--- src/rtl/sbox_inv_ghpc_anf_pipeline_d1_if.sv ---
// Shared-nibble stream between the inverse round pipeline and the masked InvS gadget.
// The master drives the i_* side; the gadget (slave) returns the o_* side.
interface sbox_inv_ghpc_anf_pipeline_d1_if;
    logic       i_valid;
    logic [3:0] i_x_s0;
    logic [3:0] i_x_s1;
    logic [3:0] i_fresh;
    logic       o_valid;
    logic [3:0] o_y_s0;
    logic [3:0] o_y_s1;

    modport master (
        output i_valid, i_x_s0, i_x_s1, i_fresh,
        input  o_valid, o_y_s0, o_y_s1
    );

    modport slave (
        input  i_valid, i_x_s0, i_x_s1, i_fresh,
        output o_valid, o_y_s0, o_y_s1
    );
endinterface

--- src/rtl/sbox_inv_ghpc_anf_pipeline_d1.sv ---
// First-order GHPC masked inverse Skinny-64 S-box.
// Share 0 expands into a 16-entry masked table; registered share 1 then selects one entry.
module sbox_inv_ghpc_anf_pipeline_d1 #(
    parameter int unsigned low_latency = 0
) (
    input  logic                                 clk,
    input  logic                                 rst,
    sbox_inv_ghpc_anf_pipeline_d1_if.slave       bus
);

    // InvS as algebraic normal form over x[3:0].
    function automatic logic [3:0] inv_s_anf(input logic [3:0] x);
        logic [3:0] y;
        y[0] = 1'b1 ^ x[0] ^ x[1] ^ (x[0] & x[1]) ^ x[2] ^ (x[0] & x[2])
             ^ (x[1] & x[3]) ^ (x[0] & x[2] & x[3]) ^ (x[1] & x[2] & x[3]);
        y[1] = 1'b1 ^ x[0] ^ x[2] ^ x[3] ^ (x[2] & x[3]);
        y[2] = x[0] ^ x[1] ^ x[2] ^ (x[0] & x[3]) ^ (x[2] & x[3]);
        y[3] = (x[0] & x[1]) ^ x[2] ^ (x[1] & x[2]) ^ x[3] ^ (x[0] & x[3])
             ^ (x[1] & x[3]) ^ (x[1] & x[2] & x[3]);
        return y;
    endfunction

    logic [3:0] w_x0;
    logic [3:0] w_x1;
    logic [3:0] w_r;
    logic       w_v0;

    generate
        if (low_latency == 0) begin : g_in_stage
            logic [3:0] r_x0;
            logic [3:0] r_x1;
            logic [3:0] r_r;
            logic       r_v0;

            always_ff @(posedge clk or posedge rst) begin
                if (rst) begin
                    r_x0 <= 4'h0;
                    r_x1 <= 4'h0;
                    r_r  <= 4'h0;
                    r_v0 <= 1'b0;
                end else begin
                    r_x0 <= bus.i_x_s0;
                    r_x1 <= bus.i_x_s1;
                    r_r  <= bus.i_fresh;
                    r_v0 <= bus.i_valid;
                end
            end

            assign w_x0 = r_x0;
            assign w_x1 = r_x1;
            assign w_r  = r_r;
            assign w_v0 = r_v0;
        end else begin : g_no_in_stage
            assign w_x0 = bus.i_x_s0;
            assign w_x1 = bus.i_x_s1;
            assign w_r  = bus.i_fresh;
            assign w_v0 = bus.i_valid;
        end
    endgenerate

    // Table entries see only share 0 and fresh mask; share 1 is kept apart until after the register.
    logic [3:0] w_t_next [16];
    logic [3:0] r_t      [16];
    logic [3:0] r_s;
    logic [3:0] r_r;
    logic       r_v1;

    generate
        for (genvar gi = 0; gi < 16; gi++) begin : g_table
            localparam logic [3:0] V = 4'(gi);
            assign w_t_next[gi] = inv_s_anf(w_x0 ^ V) ^ w_r;
        end
    endgenerate

    always_ff @(posedge clk or posedge rst) begin
        if (rst) begin
            for (int v = 0; v < 16; v++) begin
                r_t[v] <= 4'h0;
            end
            r_s  <= 4'h0;
            r_r  <= 4'h0;
            r_v1 <= 1'b0;
        end else begin
            for (int v = 0; v < 16; v++) begin
                r_t[v] <= w_t_next[v];
            end
            r_s  <= w_x1;
            r_r  <= w_r;
            r_v1 <= w_v0;
        end
    end

    logic [3:0] r_y_s0;
    logic [3:0] r_y_s1;
    logic       r_vo;

    always_ff @(posedge clk or posedge rst) begin
        if (rst) begin
            r_y_s0 <= 4'h0;
            r_y_s1 <= 4'h0;
            r_vo   <= 1'b0;
        end else begin
            r_y_s0 <= r_t[r_s];
            r_y_s1 <= r_r;
            r_vo   <= r_v1;
        end
    end

    assign bus.o_valid = r_vo;
    assign bus.o_y_s0  = r_y_s0;
    assign bus.o_y_s1  = r_y_s1;

endmodule

--- src/flat_wrapper.sv ---
// flat-port wrapper written by rule: the top's interface ports become plain ports
module sbox_inv_ghpc_anf_pipeline_d1_flat 
#(
    parameter int unsigned low_latency = 0
)
  (clk, rst, bus_i_valid, bus_i_x_s0, bus_i_x_s1, bus_i_fresh, bus_o_valid, bus_o_y_s0, bus_o_y_s1);
  sbox_inv_ghpc_anf_pipeline_d1_if bus_i ();
  input  logic clk;
  input  logic rst;
  input wire logic [$bits(bus_i.i_valid)-1:0] bus_i_valid;
  input wire logic [$bits(bus_i.i_x_s0)-1:0] bus_i_x_s0;
  input wire logic [$bits(bus_i.i_x_s1)-1:0] bus_i_x_s1;
  input wire logic [$bits(bus_i.i_fresh)-1:0] bus_i_fresh;
  output wire logic [$bits(bus_i.o_valid)-1:0] bus_o_valid;
  output wire logic [$bits(bus_i.o_y_s0)-1:0] bus_o_y_s0;
  output wire logic [$bits(bus_i.o_y_s1)-1:0] bus_o_y_s1;
  assign bus_i.i_valid = bus_i_valid;
  assign bus_i.i_x_s0 = bus_i_x_s0;
  assign bus_i.i_x_s1 = bus_i_x_s1;
  assign bus_i.i_fresh = bus_i_fresh;
  assign bus_o_valid = bus_i.o_valid;
  assign bus_o_y_s0 = bus_i.o_y_s0;
  assign bus_o_y_s1 = bus_i.o_y_s1;
  sbox_inv_ghpc_anf_pipeline_d1 #(.low_latency(low_latency)) u_core (.clk(clk), .rst(rst), .bus(bus_i));
endmodule
--- config.mk ---
export PLATFORM = sky130hd
export DESIGN_NAME = sbox_inv_ghpc_anf_pipeline_d1_flat
export DESIGN_NICKNAME = d
export VERILOG_FILES = /design/src/rtl/sbox_inv_ghpc_anf_pipeline_d1_if.sv /design/src/rtl/sbox_inv_ghpc_anf_pipeline_d1.sv /design/src/flat_wrapper.sv
export SDC_FILE = /design/constraint.sdc
export NUM_CORES = 1
export LEC_CHECK = 0
export CAP_MARGIN = 10
export CORE_MARGIN = 8
export CORE_UTILIZATION = 45
export CTS_BUF_LIST = sky130_fd_sc_hd__clkbuf_8
export CTS_CLUSTER_SIZE = 12
export DETAILED_ROUTE_END_ITERATION = 8
export DONT_BUFFER_PORTS = 1
export PLACE_DENSITY = 0.6
export SLEW_MARGIN = 20
export SYNTH_ARGS = -nofsm -noshare
export SYNTH_HDL_FRONTEND = slang
export SYNTH_SLANG_ARGS = --single-unit
export TNS_END_PERCENT = 100
--- constraint.sdc ---
create_clock -name clk -period 3.4 [get_ports clk]
set_input_delay 0.68 -clock clk [delete_from_list [all_inputs] [get_ports clk]]
set_output_delay 0.68 -clock clk [all_outputs]
set_load 0.01 [all_outputs]
==> qor.csv <==
metric;value;unit
PostCTS Resize Cnt;0;
vias in the first global route;2444;
total track usage;12.8;%
Least-Margin Pin Slew;0.844;ns
largest net degree at the start of global routing;48;
CTS Hold Bufs;0;
number of fill cells;802;
I/O Buffers;0;
chip height;112;um
R2R depth;5;
final setup fails;0;
pre-CTS WS;1.35;ns
LEAKAGE;0.00182;uW
post-DP HPWL;5.26;mm
antenna violation net count after detailed routing;0;
setup ws final;1.34;ns
Simple-Gate Fraction of Synth Area;7.04;%
PwrDens;520;mW/mm^2
CP Launch Type;flop;
area share of the largest cell type after synthesis;53.0;%
CTS Buf Count;9;
RSZ-0062 raised after global routing;false;
Placer Congestion;0.850;
pins over their slew limit;0;
worst-path maximum fanout;17;
syn avg cell area;12.1;um^2
critical path data required time;3.63;ns
clock transition at the registers of the reported paths;0.09;ns
Min Clock Period, post-route;2.06;ns
Worst Hold Class;in2async;
Fin Clk Skew;0.0121;ns
postcts setup bufs;0;
clock sink total;87;
Synth Area in Compound Gates;11.6;%
Max-slew headroom;43.8;%
Tcrit/Tclk final;60.6;%
TNS Setup;0;ns
TritonRoute pass-1 iters;4;
die area;0.0124;mm^2
R2R Path Start;u_core.g_in_stage.r_x0[1];
mapped cell area;0.00411;mm^2
number of synthesis warnings;0;
Syn-to-layout area delta;5.73;%
Core Area;0.00906;mm^2
CP Data Arrival Time;2.29;ns
vias per inst;5.30;
nets;355;
Std-Cell Rows;35;
dominant cell type by area after synthesis;dfrtp_1;
CP Class;reg2reg;
Worst Setup SP;u_core.g_in_stage.r_x0[1];
Synth area leaders;dfrtp_1 (53%), xnor2_1 (10%), mux4_1 (5.1%), o21ai_0 (2.7%), ha_1 (2.4%);
r2r endpoint;u_core.r_t[34];
drt drc;0;
library cells used by synthesis;43;
WL final;7.49;mm
crit end category;flop;
most frequent cells in the layout;dfrtp_1 (87), xnor2_1 (48), o21ai_0 (22);
syn_nets;361;
number of synthesized register bits;87;
R2R Setup Slk;1.34;ns
Fin. Hold Viols;0;
xor/xnor cell area share of the yosys netlist;13.3;%
post-synthesis mux area share;8.50;%
routed length per instance;16.7;um
via count;2376;
Iter 0 DRT Violations;151;
adder-cell share of the synthesized area;2.44;%
Fmax;486;MHz
H-tree depth;3;
Mapped Cells;338;
clock buffer depth;2;
Starting Density;45.3;%
first-pass GRT wire length;12.6;mm
status;finished, final reports clean;
IO Pins;24;
Antenna Diode Count;0;
Clk Latency, worst-skew pair;0.35;ns
largest family of logic cells by synthesized area;XOR/XNOR gates;
GRT Residual Overflow;0;
Seq/Total Area, Yosys;53.0;%
peak supply drop;178;uV
maxcap violations;0;
clk root buf;clkbuf_8;
layout cells sized above 1;9.79;%
Critical path destination;u_core.r_t[34];
commonest non-fill, non-tap cell in the layout;dfrtp_1;
initial antenna violation count;0;
CTS tree;built;
die width;112;um
[layer usage]
metal	track usage (%)	wire, um
met3	3.30	297
met2	20.3	3610
met4	5.65	118
met1	16.2	3460
met5	0	0
[flip-flops by register name (all words and copies together) (netlist names)]
signal / flops
u_core.g_in_stage.r_x1: 4
u_core.g_in_stage.r_x0: 4
u_core.r_s: 4
u_core.r_t: 56
u_core.bus.o_valid: 1
u_core.g_in_stage.r_v0: 1
u_core.r_r: 4
u_core.r_v1: 1
u_core.bus.o_y_s1: 4
u_core.g_in_stage.r_r: 4
u_core.bus.o_y_s0: 4
[worst max-delay path: stages, from the launching register on]
cell and delay (ns):
dfrtp_1 0.71, inv_1 0.13, ha_1 0.46, xor2_4 0.36
xnor2_1 0.21, inv_1 0.06
[worst min path at each step]
| stage | from | to | slack (ns) |
|---|---|---|---|
| 3_5_place_dp | u_core.g_in_stage.r_x1[2] | u_core.r_s[2] | 0.34 |
| 2_1_floorplan | u_core.r_v1 | u_core.bus.o_valid | 0.33 |
| 3_3_place_gp | u_core.r_r[3] | u_core.bus.o_y_s1[3] | 0.33 |
| 4_1_cts | rst | u_core.bus.o_y_s1[2] | 0.21 |
| 5_1_grt | rst | u_core.bus.o_y_s1[2] | 0.23 |
| 6_report | rst | u_core.bus.o_y_s1[2] | 0.21 |
[Yosys cell counts (all sizes together)]
| cell type | n |
|---|---|
| nor2 | 18 |
| o221ai | 3 |
| o21ai | 25 |
| a221oi | 8 |
| clkbuf | 3 |
| and2 | 2 |
| a22oi | 4 |
| dfrtp | 87 |
| mux2 | 1 |
| a32o | 1 |
| o311ai | 1 |
| nor2b | 7 |
| mux2i | 6 |
| mux4 | 11 |
| inv | 12 |
| xnor2 | 48 |
| and3b | 1 |
| o211ai | 1 |
| a21o | 3 |
| and2b | 2 |
| a32oi | 4 |
| a21oi | 15 |
| ha | 8 |
| nor3b | 2 |
| or2 | 1 |
| a31oi | 4 |
| buf | 20 |
| nand2 | 14 |
| a211oi | 4 |
| nor3 | 2 |
| xor2 | 12 |
| nand2b | 8 |
[report_power, final]
part | internal, uW | switching, uW | total, uW
clock | 268 | 367 | 635
sequential | 1180 | 74.8 | 1260
combinational | 181 | 183 | 365
[logic make-up after synthesis]
| family | count (synthesis) |
|---|---|
| flops | 87 |
| fa+ha+maj | 8 |
| mux | 18 |
| simple gates | 57 |
| buf+inv | 35 |
| compound gates | 73 |
| xor+xnor | 60 |
[through the flow]
| stage | cells | power, uW | instance area [um^2] | hold WS, ns | util, % |
|---|---|---|---|---|---|
| 5_1_grt | 448 | 2400 | 4340 | 0.229 | 47.9 |
| 2_1_floorplan | 338 | 1570 | 4110 | 0.331 | - |
| 3_3_place_gp | 432 | 1650 | 4170 | 0.333 | 46.0 |
| 6_report | 448 | 2260 | 4340 | 0.207 | 47.9 |
| 3_5_place_dp | 432 | 1660 | 4170 | 0.336 | 46.0 |
| 4_1_cts | 448 | 2300 | 4340 | 0.206 | 47.9 |
[layout make-up]
cell class                      instances  area [um^2]  share of cell area (%)
Tap cell                              111          139                    3.20
Clock buffer                            9          124                    2.85
Multi-Input combinational cell        216         1760                    40.5
Clock inverter                          7         50.0                    1.15
Inverter                               12         46.3                    1.07
Sequential cell                        87         2180                    50.2
Timing Repair Buffer                    6         45.0                    1.04
Note: power is estimated with default switching activity, not from simulation.
